--- src/rtl/multicycle_ctrl.sv ---
// multicycle_ctrl: multi-cycle RV32I control sequencer.
// Fetches into IR, classifies the opcode and walks each instruction through
// IDLE/FETCH/DECODE/EXEC/MEM/WB, driving immediate selects and datapath enables.
// Optional feature macro: MULTICYCLE_CTRL_PERF_EN adds oRetired / oStallCycles.
module multicycle_ctrl #(
    parameter int unsigned IMEM_TIMEOUT = 16,
    parameter int unsigned DMEM_TIMEOUT = 16
) (
    input  logic        clk,
    input  logic        rst,
    input  logic [32:1] iImemData,
    input  logic        iImemValid,
    output logic        oImemReq,
    input  logic        iDmemReady,
    output logic        oDmemReq,
    output logic        oDmemWe,
    input  logic        iBranchTaken,
    output logic [32:1] oInstr,
    output logic [2:0]  oInsTypeISB,
    output logic [1:0]  oInsTypeJU,
    output logic        oAluSrcImm,
    output logic        oPcWrite,
    output logic [1:0]  oPcSel,
    output logic        oRegWrite,
    output logic [1:0]  oResultSel,
    output logic        oTrap,
    output logic [2:0]  oState
`ifdef MULTICYCLE_CTRL_PERF_EN
    ,
    output logic [31:0] oRetired,
    output logic [31:0] oStallCycles
`endif
);

    typedef enum logic [2:0] {
        S_IDLE   = 3'd0,
        S_FETCH  = 3'd1,
        S_DECODE = 3'd2,
        S_EXEC   = 3'd3,
        S_MEM    = 3'd4,
        S_WB     = 3'd5,
        S_TRAP   = 3'd7
    } state_t;

    localparam logic [6:0] OP_R      = 7'b0110011;
    localparam logic [6:0] OP_IALU   = 7'b0010011;
    localparam logic [6:0] OP_LOAD   = 7'b0000011;
    localparam logic [6:0] OP_STORE  = 7'b0100011;
    localparam logic [6:0] OP_BRANCH = 7'b1100011;
    localparam logic [6:0] OP_JAL    = 7'b1101111;
    localparam logic [6:0] OP_JALR   = 7'b1100111;
    localparam logic [6:0] OP_LUI    = 7'b0110111;
    localparam logic [6:0] OP_AUIPC  = 7'b0010111;

    state_t      state;
    logic [32:1] ir;
    logic [31:0] wait_cnt;

    logic [6:0]  opcode;
    logic        is_r, is_ialu, is_load, is_store, is_branch;
    logic        is_jal, is_jalr, is_lui, is_auipc, legal;
    logic        fetch_wait, mem_wait, timeout_hit, active;

    assign opcode    = ir[7:1];
    assign is_r      = (opcode == OP_R);
    assign is_ialu   = (opcode == OP_IALU);
    assign is_load   = (opcode == OP_LOAD);
    assign is_store  = (opcode == OP_STORE);
    assign is_branch = (opcode == OP_BRANCH);
    assign is_jal    = (opcode == OP_JAL);
    assign is_jalr   = (opcode == OP_JALR);
    assign is_lui    = (opcode == OP_LUI);
    assign is_auipc  = (opcode == OP_AUIPC);
    assign legal     = is_r | is_ialu | is_load | is_store | is_branch |
                       is_jal | is_jalr | is_lui | is_auipc;

    // A wait cycle is a FETCH/MEM cycle without its handshake; the handshake
    // always takes priority over an expiring limit. A limit of 0 never expires.
    assign fetch_wait  = (state == S_FETCH) && !iImemValid;
    assign mem_wait    = (state == S_MEM) && !iDmemReady;
    assign timeout_hit = (fetch_wait && (IMEM_TIMEOUT != 32'd0) &&
                          (wait_cnt + 32'd1 == IMEM_TIMEOUT)) ||
                         (mem_wait && (DMEM_TIMEOUT != 32'd0) &&
                          (wait_cnt + 32'd1 == DMEM_TIMEOUT));

    assign active = (state == S_DECODE) || (state == S_EXEC) ||
                    (state == S_MEM) || (state == S_WB);

    assign oInstr = ir;
    assign oState = state;

    // Sequencer: state, instruction register and the shared wait counter.
    // The counter returns to zero on every cycle that is not a stalled wait,
    // so it restarts from zero on each FETCH/MEM entry.
    always_ff @(posedge clk or posedge rst) begin
        if (rst) begin
            state    <= S_IDLE;
            ir       <= '0;
            wait_cnt <= '0;
        end else begin
            wait_cnt <= '0;
            case (state)
                S_IDLE:   state <= S_FETCH;
                S_FETCH: begin
                    if (iImemValid) begin
                        ir    <= iImemData;
                        state <= S_DECODE;
                    end else if (timeout_hit) begin
                        state <= S_TRAP;
                    end else begin
                        wait_cnt <= wait_cnt + 32'd1;
                    end
                end
                S_DECODE: state <= legal ? S_EXEC : S_TRAP;
                S_EXEC: begin
                    if (is_branch)                state <= S_FETCH;
                    else if (is_load || is_store) state <= S_MEM;
                    else                          state <= S_WB;
                end
                S_MEM: begin
                    if (iDmemReady) begin
                        state <= is_store ? S_FETCH : S_WB;
                    end else if (timeout_hit) begin
                        state <= S_TRAP;
                    end else begin
                        wait_cnt <= wait_cnt + 32'd1;
                    end
                end
                S_WB:     state <= S_FETCH;
                S_TRAP:   state <= S_TRAP;
                default:  state <= S_TRAP;
            endcase
        end
    end

    // Output decode from state and IR; the BRANCH and STORE PC strobes also
    // look at the ALU compare and memory ready of the current cycle.
    always_comb begin
        oImemReq    = 1'b0;
        oDmemReq    = 1'b0;
        oDmemWe     = 1'b0;
        oInsTypeISB = 3'b000;
        oInsTypeJU  = 2'b00;
        oAluSrcImm  = 1'b0;
        oPcWrite    = 1'b0;
        oPcSel      = 2'b00;
        oRegWrite   = 1'b0;
        oResultSel  = 2'b00;
        oTrap       = 1'b0;
        if (active) begin
            if (is_ialu || is_load || is_jalr) oInsTypeISB = 3'b001;
            else if (is_store)                 oInsTypeISB = 3'b010;
            else if (is_branch)                oInsTypeISB = 3'b100;
            if (is_jal)                        oInsTypeJU  = 2'b01;
            else if (is_lui || is_auipc)       oInsTypeJU  = 2'b10;
        end
        case (state)
            S_FETCH: oImemReq = 1'b1;
            S_EXEC: begin
                oAluSrcImm = !(is_r || is_branch);
                if (is_branch) begin
                    oPcWrite = 1'b1;
                    oPcSel   = iBranchTaken ? 2'b01 : 2'b00;
                end
            end
            S_MEM: begin
                oDmemReq   = 1'b1;
                oDmemWe    = is_store;
                oAluSrcImm = 1'b1;
                oPcWrite   = is_store && iDmemReady;
            end
            S_WB: begin
                oRegWrite = 1'b1;
                oPcWrite  = 1'b1;
                if (is_jal)       oPcSel = 2'b01;
                else if (is_jalr) oPcSel = 2'b10;
                if (is_load)                oResultSel = 2'b01;
                else if (is_jal || is_jalr) oResultSel = 2'b10;
                else if (is_lui)            oResultSel = 2'b11;
            end
            S_TRAP:  oTrap = 1'b1;
            default: ;
        endcase
    end

`ifdef MULTICYCLE_CTRL_PERF_EN
    // Performance counters: retired instructions and handshake stall cycles
    always_ff @(posedge clk or posedge rst) begin
        if (rst) begin
            oRetired     <= '0;
            oStallCycles <= '0;
        end else begin
            if (oPcWrite)               oRetired     <= oRetired + 32'd1;
            if (fetch_wait || mem_wait) oStallCycles <= oStallCycles + 32'd1;
        end
    end
`endif

endmodule
--- config.mk ---
export PLATFORM = sky130hd
export DESIGN_NAME = multicycle_ctrl
export DESIGN_NICKNAME = d
export VERILOG_FILES = /design/src/rtl/multicycle_ctrl.sv
export SDC_FILE = /design/constraint.sdc
export NUM_CORES = 1
export LEC_CHECK = 0
export CAP_MARGIN = 5
export CORE_MARGIN = 5
export CORE_UTILIZATION = 46
export DETAILED_ROUTE_END_ITERATION = 6
export PLACE_DENSITY_LB_ADDON = 0.2
export SYNTH_ARGS = -nofsm -noshare
export SYNTH_HDL_FRONTEND = slang
export SYNTH_SLANG_ARGS = --single-unit
--- constraint.sdc ---
create_clock -name clk -period 2.61 [get_ports clk]
set_input_delay 0.261 -clock clk [delete_from_list [all_inputs] [get_ports clk]]
set_output_delay 0.261 -clock clk [all_outputs]
set_load 0.01 [all_outputs]
After elaboration in Yosys (flattened, before gate mapping) --
Cells that the tools add are included.
Storage, ports and cells: register bits 67, output and inout port bits 51, logic and storage cells 85
Operators by class: add/sub/neg operators 1, equal/unequal tests 16, muxes and demuxes 36, bitwise gates (word level) 8, reduce and logical (&&, ||, !) cells 21
Operators by type and width (number):
- $mux 32 | 3
- $pmux 32 s2 | 1
- $add 32x1->32 const B | 1
- $eq 32x5->1 const B | 1
- $mux 3 | 10
- $eq 7x6->1 const B | 3
- $eq 7x7->1 const B | 3
- $mux 2 | 9
- $pmux 3 s5 | 1
- $eq 7x5->1 const B | 2
- $logic_or 1x1->1 | 10
- $eq 3x3->1 const B | 3
- $mux 1 | 9
- $or 1x1->1 | 8
- $eq 7x2->1 const B | 1
- $eq 3x2->1 const B | 2
- $logic_and 1x1->1 | 5
- $pmux 2 s2 | 1
- $eq 3x1->1 const B | 1
- $logic_not 1->1 | 3
- $logic_not 3->1 | 1
- $pmux 1 s3 | 1
- $pmux 1 s2 | 1
- $reduce_and 2->1 | 1
- $reduce_or 2->1 | 1

Depth between registers and ports, before layout --
depth in word-level cells 11, mapped depth 9

Worst setup path before layout --
Ideal clock, no wire load.
path kind reg-to-reg, start point register wait_cnt[6], end point register state[2], in the netlist oState[2], arrival time 2.364 ns, slack 0.126 ns, stages on the path, launching flop included 9, buffers on the path 2, cells stage by stage dfrtp_1 -> buf_2 -> nand4_4 -> or4_4 -> buf_6 -> nor3_1 -> mux2_2 -> and3b_1 -> a31o_2
On the way: cells in the longest elaborated chain, start to end 7, elaborated cells between the ends (all ways) 9, those cells by class 1 x add/sub; 1 x eq/ne; 4 x mux; 3 x reduce/logical
Ends and longest elaborated chain:
- start, declared | line 57 | logic [31:0] wait_cnt;
- start signal, assigned | line 111 | wait_cnt <= wait_cnt + 32'd1;
- start signal, assigned | line 126 | wait_cnt <= wait_cnt + 32'd1;
- $add 32x1->32 * | line 82, 84
- $eq 32x5->1 * | line 82, 84
- $logic_and 1x1->1, on equally long branches | line 81, 83
- $logic_or 1x1->1 * | line 82 | (wait_cnt + 32'd1 == IMEM_TIMEOUT)) ||
- $mux 3 *
- $mux 3, on equally long branches
- $pmux 3 s5 *
- end signal, assigned | line 114 | S_DECODE: state <= legal ? S_EXEC : S_TRAP;
- end signal, assigned | line 122 | state <= is_store ? S_FETCH : S_WB;
- end, declared | line 55 | state_t state;
Mark *: on every way between the ends. The rest lies on a longest branch, timed or not. A chain may end at the register's enable or synchronous reset.

Worst setup path after layout --
start point register wait_cnt[5], end point register state[2], in the netlist oState[2]
Same word-level chain as after synthesis.

==> key figures <==
Setup path
  – CP Max Fanout: 10
  – Startpoint types: register
  – Arrival time at the worst endpoint: 2.74 ns
  – Critical path type: reg2reg
  – Endpoint class of the critical path: register
  – CP required: 2.85 ns

Floorplanning
  – Chip width: roughly 100 um
  – Height of the die: roughly 100 um
  – Io pins: slightly below 90
  – Rows: 33
  – Starting Density: between 40% and 50%
  – Die Area: 10300 sq um
  – CORE AREA: 8180 sq um

Routing
  – Antenna Nets Post-Route: 0
  – DRT Pass-1 Iters: 5
  – Wirelength, routed: between 9000 and 10000 um
  – Vias post-DR: between 3000 and 4000
  – DRC: 0
  – Via/cell ratio: between 5 and 6
  – Post-DR wirelength/cell: 16.2 um
  – DR iter-0 viols: ~220

Global route
  – Vias in the first global route: around 3400
  – Pin count of the biggest net entering global routing: 68
  – Total gr overflow: 0
  – First-pass GRT wire length: around 17000 um
  – Initial antenna violation count: 0
  – Total global-route track usage: around 20%

Placed design
  – Post-DP HPWL: 7150 um
  – IO buf count: just under 90
  – Gpl congestion: approximately 0.91

Yosys
  – Synth Net Count: about 430
  – Ys flop type: dfrtp_1
  – Synth Instances: 396
  – Synth warn: 0
  – Mapped Area: 3840 sq um
  – Area leader, netlist: dfrtp_1
  – Count of flip-flops with a built-in enable after synthesis: 0
  – Netlist cell types: 61
  – FFs w/ async S/R, synth: 100%
  – Avg Cell Area, Syn: just under 10 sq um
  – Seq/Total Area, Yosys: 43.7%
  – Post-synthesis register bit count: 67
  – Synth top area share: ~44%
  – Top cells by area, synth: dfrtp_1 44%, mux2_2 9.7%, xnor2_1 4.8%

Clock tree
  – Clk slew on worst S/H paths: ~0.08 ns
  – TritonCTS clock tree: done
  – Later-pin clock latency in the skew report: around 0.34 ns
  – H-tree levels: 3
  – Cts bufs inserted: 9
  – Hold buffer count at CTS: 0
  – Clock Path Buffers: 2
  – Clock sinks: 67
  – Clk root buf: clkbuf_8

STA
  – Final Hold Viols: 0
  – F_max: 401 MHz
  – Skew final: slightly below 0.009 ns
  – Final min period: 2.49 ns
  – Setup TNS Final: 0 ns
  – Slew HR: a little under 70%
  – Slew Limit Fails: 0
  – Final setup viols: 0
  – RSZ-0062 raised after global routing: no
  – Period utilization: 95.5%
  – Worst slew pin tran: between 0.4 and 0.5 ns

Status
  – Status: complete, no violations

Finish
  – Layout area overhead: 36.1%
  – Final core utilization: 63.9%
  – Share of cells above drive strength 1: a little over a fifth
  – Final nets: around 530
  – ANT cells: 0

Min path
  – Hold Crit Class: in2async

Run
  – Max_cap viols: 0

Power
  – Worst vdd ir: ~0.00065 V
  – Pwr dens: between 800 and 900 nW/um^2
  – Leakage power: roughly 0.0021 uW
-- registers in the layout, summed over array words and instances, names as in the netlist --
name,cells
oInstr,32
oState,3
wait_cnt,32
-- cell type report --
| cell class | instances | area [sq um] |
|---|---|---|
| clock buffer | 10 | 138 |
| clock inverter | 6 | 88.8 |
| fill | 671 | 2950 |
| inverter | 8 | 30.0 |
| multi-input combinational | 287 | 2020 |
| sequential | 67 | 1680 |
| tap | 105 | 131 |
| timing repair buffer | 121 | 1140 |
-- cells in the mapped netlist, drive strengths merged (3+ instances only) --
| cell type | count |
|---|---|
| dfrtp | 67 |
| nor2 | 43 |
| mux2 | 33 |
| clkbuf | 24 |
| nand3 | 24 |
| xnor2 | 21 |
| nand2 | 17 |
| a21oi | 14 |
| nand4 | 14 |
| xor2 | 12 |
| buf | 10 |
| nor3 | 10 |
| and3 | 9 |
| o21ai | 9 |
| or3 | 9 |
| inv | 8 |
| nor4 | 7 |
| nand2b | 6 |
| and4 | 5 |
| nor2b | 5 |
| or4 | 5 |
| a31oi | 4 |
| nor3b | 4 |
| a2111oi | 3 |
| a31o | 3 |
-- power breakdown --
| group | internal (uW) | switching [uW] |
|---|---|---|
| logic | 1070 | 743 |
| clock network | 564 | 417 |
| registers | 1330 | 235 |
-- kinds of logic (layout without fill, tap and decap cells) --
logic type,count (synthesis),in the layout,share of synthesized area [%]
buf+inv,42,145,4.66
flops,67,67,43.7
xor+xnor,33,33,7.53
compound gates,55,55,10.1
mux,33,33,9.68
fa+ha+maj,1,1,0.326
simple gates,165,165,24.0
-- what timing repair did --
action	4_1_cts	5_1_grt
setup buffers	0	1
pin swaps	0	1
resized for setup	2	7
setup endpoints to repair	5	12
-- critical path, stage by stage, from the launching register on --
cell	delay, ns
dfrtp_1	0.49
nand4_4	0.13
or4_4	0.61
nor3_1	0.35
mux2_2	0.41
and3b_1	0.18
a31o_2	0.23
-- per-stage QoR --
step / area (sq um) / worst slack (ns) / std cells / hold WS (ns) / power (uW)
global placement: 4960 / 0.0538 / 587 / 0.489 / 3330
floorplan: 3840 / 0.126 / 396 / 0.413 / 2410
global route: 5230 / 0.000849 / 604 / 0.324 / 4630
detailed placement: 4960 / -0.136 / 587 / 0.496 / 3360
finish: 5230 / 0.116 / 604 / 0.294 / 4350
CTS: 5190 / -0.00103 / 603 / 0.302 / 4380
-- cell usage in the layout (no fill, tap or decap), drive strengths merged, types with 8 or more instances in the layout --
| cell type | n |
|---|---|
| nand3 | 24 |
| nor3 | 10 |
| buf | 34 |
| a21oi | 14 |
| nor2 | 43 |
| o21ai | 9 |
| xnor2 | 21 |
| clkdlybuf4s50 | 85 |
| mux2 | 33 |
| xor2 | 12 |
| clkbuf | 10 |
| dfrtp | 67 |
| or3 | 9 |
| nand2 | 17 |
| and3 | 9 |
| nand4 | 14 |
| inv | 8 |
-- metal layers --
layer  part of all wire [%]  vias to the layer above  GRT usage, %  wire length [um]
met3                    9.1                       18          9.02               894
met1                     42                     1631          25.0              4150
met4                    1.7                        0          7.67               167
met2                     47                      125          31.5              4580
li1                       -                     1617             -                 -
met5                      0                        -             0                 0
-- path summary, 6_finish.rpt --
path | slack [ns] | endpoint | cells past startpoint | startpoint
setup / recovery | 0.12 | oState[2] | 6 | wait_cnt[5]
hold / removal | 0.29 | oInstr[14] | 3 | rst
setup reg to reg | 0.12 | oState[2] | 6 | wait_cnt[5]
hold reg to reg | 0.51 | oInstr[8] | 1 | oInstr[8]
max in group asynchronous | 2.00 | oInstr[7] | 3 | rst
min in group clk | 0.51 | oInstr[8] | 1 | oInstr[8]
(Power assumes the default switching activity.)
